<file path="config.mk">
export PLATFORM = sky130hd
export DESIGN_NAME = btn_inport_flat
export DESIGN_NICKNAME = d
export VERILOG_FILES = /design/src/rtl/btn_inport_if.sv /design/src/rtl/btn_inport.sv /design/src/flat_wrapper.sv
export SDC_FILE = /design/constraint.sdc
export NUM_CORES = 1
export LEC_CHECK = 0
export CAP_MARGIN = 20
export CORE_AREA = 2 2 88 98
export DETAILED_ROUTE_END_ITERATION = 7
export DIE_AREA = 0 0 90 100
export GPL_TIMING_DRIVEN = 0
export PLACE_DENSITY = 0.85
export SYNTH_ARGS = -nofsm -noshare
export SYNTH_HDL_FRONTEND = slang
export SYNTH_SLANG_ARGS = --single-unit
</file>
<file path="constraint.sdc">
create_clock -name clk_i -period 2.45 [get_ports clk_i]
set_clock_uncertainty 0.05 [all_clocks]
set_input_delay 0.49 -clock clk_i [delete_from_list [all_inputs] [get_ports clk_i]]
set_output_delay 0.49 -clock clk_i [all_outputs]
set_load 0.03 [all_outputs]
</file>
<file path="src/rtl/btn_inport_if.sv">
`default_nettype none
// ============================================================================
// btn_inport_if : button inport bus between processor (master) and btn_inport
// Revision      : 1.0
// ============================================================================
interface btn_inport_if #(
    parameter int N_BTN = 4
);
    logic [N_BTN-1:0]   btn;
    logic               rd_en;
    logic [2*N_BTN-1:0] inport;
    logic               irq;
    logic               ovr;

    modport master (
        output btn,
        output rd_en,
        input  inport,
        input  irq,
        input  ovr
    );

    modport slave (
        input  btn,
        input  rd_en,
        output inport,
        output irq,
        output ovr
    );
endinterface
`default_nettype wire

</file>
<file path="src/rtl/btn_inport.sv">
`default_nettype none
// ============================================================================
// btn_inport : per-button sync, debounce, press detect and sticky pending flags
// Revision   : 1.0
// ============================================================================
module btn_inport #(
    parameter int N_BTN     = 4,
    parameter int DB_CYCLES = 1000000
) (
    input  wire logic   clk_i,
    input  wire logic   rst_ni,
    btn_inport_if.slave bus
);
    localparam int            CW       = (DB_CYCLES > 1) ? $clog2(DB_CYCLES) : 1;
    localparam logic [CW-1:0] CNT_LAST = CW'(DB_CYCLES - 1);

    logic [N_BTN-1:0] s1_q;
    logic [N_BTN-1:0] s2_q;
    logic [N_BTN-1:0] level_q;
    logic [N_BTN-1:0] level_d;
    logic [N_BTN-1:0] pend_q;
    logic [N_BTN-1:0] pend_d;
    logic [N_BTN-1:0] press;
    logic             ovr_q;
    logic             ovr_d;

    genvar gi;
    generate
        for (gi = 0; gi < N_BTN; gi++) begin : g_bit
            logic [CW-1:0] cnt_q;
            logic [CW-1:0] cnt_d;
            logic          lvl_nxt;

            // Counter is zero while s2 agrees with level; any agreement restarts the count.
            always_comb begin
                cnt_d   = '0;
                lvl_nxt = level_q[gi];
                if (s2_q[gi] != level_q[gi]) begin
                    if (cnt_q == CNT_LAST) begin
                        lvl_nxt = s2_q[gi];
                    end else begin
                        cnt_d = cnt_q + 1'b1;
                    end
                end
            end

            assign level_d[gi] = lvl_nxt;

            always_ff @(posedge clk_i or negedge rst_ni) begin
                if (!rst_ni) begin
                    cnt_q <= '0;
                end else begin
                    cnt_q <= cnt_d;
                end
            end
        end
    endgenerate

    assign press = level_d & ~level_q;

    // A press landing with rd_en still wins; overrun only counts presses not being read.
    always_comb begin
        pend_d = (bus.rd_en ? '0 : pend_q) | press;
        ovr_d  = (bus.rd_en ? 1'b0 : ovr_q) | (!bus.rd_en && (|(press & pend_q)));
    end

    always_ff @(posedge clk_i or negedge rst_ni) begin
        if (!rst_ni) begin
            s1_q    <= '0;
            s2_q    <= '0;
            level_q <= '0;
            pend_q  <= '0;
            ovr_q   <= 1'b0;
        end else begin
            s1_q    <= bus.btn;
            s2_q    <= s1_q;
            level_q <= level_d;
            pend_q  <= pend_d;
            ovr_q   <= ovr_d;
        end
    end

    assign bus.inport = {level_q, pend_q};
    assign bus.irq    = |pend_q;
    assign bus.ovr    = ovr_q;

endmodule
`default_nettype wire

</file>
<file path="src/flat_wrapper.sv">
// flat-port wrapper written by rule: the top's interface ports become plain ports
module btn_inport_flat 
#(
    parameter int N_BTN     = 4,
    parameter int DB_CYCLES = 1000000
)
  (clk_i, rst_ni, bus_btn, bus_rd_en, bus_inport, bus_irq, bus_ovr);
  btn_inport_if #(.N_BTN(N_BTN)) bus_i ();
  input  wire logic clk_i;
  input  wire logic rst_ni;
  input wire logic [$bits(bus_i.btn)-1:0] bus_btn;
  input wire logic [$bits(bus_i.rd_en)-1:0] bus_rd_en;
  output wire logic [$bits(bus_i.inport)-1:0] bus_inport;
  output wire logic [$bits(bus_i.irq)-1:0] bus_irq;
  output wire logic [$bits(bus_i.ovr)-1:0] bus_ovr;
  assign bus_i.btn = bus_btn;
  assign bus_i.rd_en = bus_rd_en;
  assign bus_inport = bus_i.inport;
  assign bus_irq = bus_i.irq;
  assign bus_ovr = bus_i.ovr;
  btn_inport #(.N_BTN(N_BTN), .DB_CYCLES(DB_CYCLES)) u_core (.clk_i(clk_i), .rst_ni(rst_ni), .bus(bus_i));
endmodule
</file>
# [After elaboration in Yosys (flattened, before gate mapping)]
# Cells that the tools add are included.
[word_totals] register_bits=97 word_cells=48 output_inout_bits=10 in_bits=7
[op_classes] muxes=18 bitwise=5 add_sub_neg=4 n_reduce_logical=4 n_eq_ne=8
[ops] operator="2-to-1 mux 20 bit" count=8
[ops] operator="adder 20 x 1 -> 20 bit (second input constant)" count=4
[ops] operator="equality test 20 bit (second input constant)" count=4
[ops] operator="2-to-1 mux 1 bit" count=9
[ops] operator="bitwise AND 4 bit" count=2
[ops] operator="OR reduction 4 bit" count=2
[ops] operator="2-to-1 mux 4 bit" count=1
[ops] operator="!= test 1 bit" count=4
[ops] operator="inverter 4 bit" count=1
[ops] operator="bitwise OR 4 bit" count=1
[ops] operator="logical AND 1 bit" count=1
[ops] operator="zero test 1 bit" count=1
[ops] operator="bitwise OR 1 bit" count=1

# [Longest topological paths before layout]
[depth] ltp_word=8 depth_mapped=7

# [Worst setup path before layout]
# OpenSTA, ideal clock, no wires.
[synth_timing] kind="register to register" startpoint="reg u_core.g_bit[0].cnt_q[0]" endpoint="reg u_core.ovr_q (netlist: u_core.bus.ovr)" slack_ns=0.379 required_time_ns=2.316 path_buffers=0 arrival_ns=1.938 stages_incl_launch_ff=6 path_cell_list="dfrtp_1 > ha_1 > nand4_2 > or4_4 > or4_1 > a41oi_2"
[synth_between] elab_chain_cells=8
[synth_rtl] item="start: declaration" line_no="btn_inport.sv:30" text="logic [CW-1:0] cnt_q;"
[synth_rtl] item="start signal: assignment" line_no="btn_inport.sv:53" text="cnt_q <= cnt_d;"
[synth_rtl] item="equality test 20 bit" line_no="btn_inport.sv:39" text="if (cnt_q == CNT_LAST) begin"
[synth_rtl] item="2-to-1 mux 1 bit" line_no="btn_inport.sv:39"
[synth_rtl] item="2-to-1 mux 1 bit" line_no="btn_inport.sv:38" text="if (s2_q[gi] != level_q[gi]) begin"
[synth_rtl] item="bitwise AND 4 bit" line_no="btn_inport.sv:59" text="assign press = level_d & ~level_q;"
[synth_rtl] item="bitwise AND 4 bit" line_no="btn_inport.sv:64" text="ovr_d = (bus.rd_en ? 1'b0 : ovr_q) | (!bus.rd_en && (|(press & pend_q)));"
[synth_rtl] item="OR reduction 4 bit" line_no="btn_inport.sv:64"
[synth_rtl] item="logical AND 1 bit" line_no="btn_inport.sv:64"
[synth_rtl] item="bitwise OR 1 bit" line_no="btn_inport.sv:64"
[synth_rtl] item="via u_core.ovr_d" line_no="btn_inport.sv:25" text="logic ovr_d;"
[synth_rtl] item="end signal: assignment" line_no="btn_inport.sv:79" text="ovr_q <= ovr_d;"
[synth_rtl] item="end: declaration" line_no="btn_inport.sv:24" text="logic ovr_q;"
# The timed path passes the listed nets, and every way through them passes these cells.

# [Final worst setup path]
[layout_timing] startpoint="reg u_core.g_bit[1].cnt_q[7]" endpoint="reg u_core.g_bit[1].cnt_q[12]"
[layout_between] elab_chain_cells=3
[layout_rtl] item="start: declaration" line_no="btn_inport.sv:30"
[layout_rtl] item="start signal: assignment" line_no="btn_inport.sv:53"
[layout_rtl] item="adder 20 x 1 -> 20 bit / equality test 20 bit (equally long branches)" line_no="btn_inport.sv:42, btn_inport.sv:39"
[layout_rtl] item="2-to-1 mux 20 bit *" line_no="btn_inport.sv:39"
[layout_rtl] item="2-to-1 mux 20 bit *" line_no="btn_inport.sv:38"
[layout_rtl] item="via u_core.g_bit[1].cnt_d[12]" line_no="btn_inport.sv:31" text="logic [CW-1:0] cnt_d;"
# The timed path passes the listed nets; every way through them passes the cells marked *.

==> key figures <==
Timing
  • Final Max Slew Viols: 0
  • Minimum clock period: 2.303 ns
  • Fin crit share: 0.9399
  • RSZ-0062 raised after global routing: false
  • Final setup fails: 0
  • Setup TNS: 0 ns
  • Worst-margin pin slew: 0.5706 ns
  • Hold violation total from the final report: 0
  • F_max: 434.3 MHz
  • Slew headroom: 0.6196

Detailed routing
  • Via count: 3619
  • Remaining DRCs: 0
  • Drt initial violations: 198
  • Drt total wl: 9187 um
  • 1st-pass router iterations: 4
  • Via/cell ratio: 5.962
  • Routed Antenna Nets: 0
  • Routed len/inst: 15.14 um

Die
  • Die area: 0.009000 sq mm
  • Die Span Y: 100 um
  • # rows: 35
  • Core area: 0.008145 sq mm
  • Initial core utilization: 0.5747
  • Die W: 90 um
  • Ports: 17

Clock tree
  • Root Buffer: clkbuf_8
  • CTS tree: built
  • H-Tree Depth: 3
  • Worst skew pair latency: 0.37 ns
  • Clock buffer count from CTS: 9
  • Hold-fix buffers, CTS: 0
  • Clock Tree Buf Depth: 2
  • CTS clk-pin slew, worst paths: 0.11 ns
  • CTS Sinks: 97

Finish
  • Nets: 502
  • Final Cell Area: 0.005225 sq mm
  • FF/Latch Area: 0.002427 sq mm
  • Area of the multi-input gates: 0.002180 sq mm
  • P&R area growth vs syn: 11.63%
  • # diodes: 0
  • Fill count: 643
  • Share of layout cells above drive strength 1: 0.09274

GRT
  • Initial antenna violation count: 0
  • First-pass GRT wire length: 15790 um
  • Total track usage: 0.2113
  • Remaining global-route overflow: 0
  • Largest net degree at the start of global routing: 55
  • Vias in the first global route: 3484

Setup path
  • Critical path cell sequence: or4_1 > nor4_1 > a21bo_2 > buf_2 > buf_2 > nor2_1
  • Slowest cell delay on critical path: 0.58 ns
  • Crit path DAT: 2.51 ns
  • CP Max Fanout: 10
  • Crit Path Class: flip-flop to flip-flop
  • Most common cell on crit path: buf_2
  • Slowest-stage cell, CP: or4_1
  • Buf/Inv on CP: 2
  • Delay-heaviest family, CP: simple AND/OR/NAND/NOR gates
  • Worst setup SP type: flip-flop
  • Critical Path RT: 2.65 ns
  • Setup crit end kind: flip-flop

Logic synthesis
  • Main synth FF type: dfrtp_1
  • Average cell area after synthesis: 10.11 sq um
  • Cell area after synthesis: 0.004681 sq mm
  • Share of the synthesized area in the top cell type: 0.5186
  • Yosys reg bits: 97
  • Cell count after synthesis: 463
  • Number of synthesized flops with an enable pin: 0
  • Synth top area cells: dfrtp_1 (52%), xnor2_1 (6.0%), nor2_1 (4.9%)
  • Syn Nets: 474
  • Yosys top cell by area: dfrtp_1
  • Library cells used by synthesis: 44
  • Post-synthesis sequential area ratio: 0.5186
  • FFs w/ async S/R, synth: 1.000
  • Yosys warns: 0

Outcome
  • Outcome: completed

Power
  • Switching power: 0.0006808 W
  • Sequential cell fraction of total power: 0.583
  • Sw Ratio: 0.2412
  • Comb power frac: 0.039
  • Pwr Density: 540.3 mW/mm^2
  • Int Power: 0.002142 W
  • Clock share of power: 0.378
  • Max IR drop VDD: 0.0003359 V
  • Total leakage power: 2.066 nW

Place
  • Cell Area, Placed: 0.005005 sq mm
  • Port Buf Inserts: 16
  • Final GP Congestion: 0.8899
  • HPWL after DPL: 6215 um

Hold path
  • Hold Crit Class: input port to async pin

Flow run
  • MaxCap Viol Count: 0
## kinds of logic (layout without fill, tap and decap cells)
group,after synthesis,after routing,share of synthesized area
muxes,4,4,0.009622
adders and majority gates,4,4,0.01069
and+or+nand+nor,227,227,0.2703
DFF,97,97,0.5186
AOI/OAI and AO/OA,56,56,0.07378
xor gates and xnor gates,52,52,0.09730
buffers and inverters,23,56,0.01978
## through the flow
| step | util | hold slack [ns] | total power (W) | cells | worst slack [ns] |
|---|---|---|---|---|---|
| 4_1_cts | 0.6392 | 0.07348 | 0.002837 | 607 | 0.07754 |
| 3_5_place_dp | 0.6144 | 0.2910 | 0.001786 | 591 | 0.1262 |
| 5_1_grt | 0.6415 | 0.09662 | 0.002927 | 607 | 0.04928 |
| 6_report | 0.6415 | 0.04404 | 0.002823 | 607 | 0.1473 |
| 3_3_place_gp | 0.6114 | 0.2822 | 0.001777 | 590 | -2.571 |
| 2_1_floorplan | - | 0.1444 | 0.001720 | 463 | 0.3787 |
## placed cells by master, fill, tap and decap left out, types with 2 or more instances in the layout
cell / Yosys / final
dfrtp_1: 97 / 97
nor2_1: 61 / 61
xnor2_1: 32 / 32
nand2_1: 29 / 29
nand3_1: 27 / 27
a21oi_1: 23 / 23
xor2_1: 20 / 20
nand4_1: 16 / 16
nor4_1: 16 / 16
inv_1: 15 / 15
clkdlybuf4s50_1: 0 / 15
or3_1: 14 / 14
or4_1: 14 / 14
o21ai_0: 12 / 12
o31ai_1: 9 / 9
clkbuf_8: 0 / 9
nor3_1: 8 / 8
and3_1: 8 / 8
nand2b_1: 6 / 6
and4_1: 6 / 6
buf_2: 5 / 5
mux2_2: 4 / 4
o22ai_1: 4 / 4
ha_1: 4 / 4
or2_2: 3 / 3
nor4b_1: 3 / 3
or4_4: 3 / 3
clkbuf_1: 3 / 3
inv_6: 0 / 3
nand3b_1: 2 / 2
o21ai_4: 0 / 2
nand4_4: 2 / 2
## registers in the layout (all words and copies together), names as in the netlist
signal              flops
u_core.bus.ovr          1
u_core.g_bit.cnt_q     80
u_core.level_q          4
u_core.pend_q           4
u_core.s1_q             4
u_core.s2_q             4
## metal layers
metal	GRT usage	up-vias	part of all wire
met2	0.3476	80	0.50
li1	-	1724	-
met4	0.08166	0	0.013
met1	0.2864	1802	0.45
met5	0	-	0
met3	0.03378	13	0.038
## power groups by stage
stage / registers, W / clock network, W / logic [W]
2_1_floorplan: 0.00167 / 0 / 0.0000484
6_report: 0.00165 / 0.00107 / 0.000109
4_1_cts: 0.00164 / 0.00108 / 0.000111
5_1_grt: 0.00165 / 0.00115 / 0.000127
3_3_place_gp: 0.00168 / 0 / 0.000101
3_5_place_dp: 0.00168 / 0 / 0.000110
## final timing paths
| kind | startpoint | endpoint | slack [ns] | cells past startpoint |
|---|---|---|---|---|
| worst max-delay path | u_core.g_bit[1].cnt_q[7]$_DFF_PN0_ | u_core.g_bit[1].cnt_q[12]$_DFF_PN0_ | 0.15 | 6 |
| worst min-delay path | rst_ni | u_core.g_bit[1].cnt_q[4]$_DFF_PN0_ | 0.04 | 1 |
| worst max register to register | u_core.g_bit[1].cnt_q[7]$_DFF_PN0_ | u_core.g_bit[1].cnt_q[12]$_DFF_PN0_ | 0.15 | 6 |
| worst min register to register | u_core.s1_q[0]$_DFF_PN0_ | u_core.s2_q[0]$_DFF_PN0_ | 0.31 | 0 |
| max in group asynchronous | rst_ni | u_core.g_bit[0].cnt_q[0]$_DFF_PN0_ | 1.63 | 2 |
| min in group clk_i | u_core.s1_q[0]$_DFF_PN0_ | u_core.s2_q[0]$_DFF_PN0_ | 0.31 | 0 |
## repair_timing
action,4_1_cts,5_1_grt
setup buffers,0,0
gates resized for setup,0,3
endpoints found under the hold margin,0,0
endpoints found under the setup margin,0,22
## worst register-to-register path: cells and delay by family, from the launching register on
kind	cells	cell delay [ns]
AO/OA/AOI/OAI	1	0.19
AND/OR/NAND/NOR	3	1.03
flip-flops	1	0.45
buffers and inverters	2	0.47
## cell type report
type / instances / share of cell area
Buffer: 8 / 0.006944
Clock buffer: 9 / 0.02371
Clock inverter: 7 / 0.01485
Inverter: 15 / 0.01078
Multi-Input combinational cell: 343 / 0.4171
Sequential cell: 97 / 0.4646
Tap cell: 111 / 0.02658
Timing Repair Buffer: 17 / 0.03544
## cells in the mapped netlist (3+ instances only)
master and n:
xor2_1 20, mux2_2 4, a21oi_1 23, nor4b_1 3, o31ai_1 9, nor4_1 16, dfrtp_1 97, o22ai_1 4
and4_1 6, or2_2 3, buf_2 5, xnor2_1 32, ha_1 4, or4_1 14, and3_1 8, nand3_1 27
nand4_1 16, nor2_1 61, nand2b_1 6, or3_1 14, o21ai_0 12, or4_4 3, inv_1 15, clkbuf_1 3
nand2_1 29, nor3_1 8
Power figures use the tool's default switching activity.
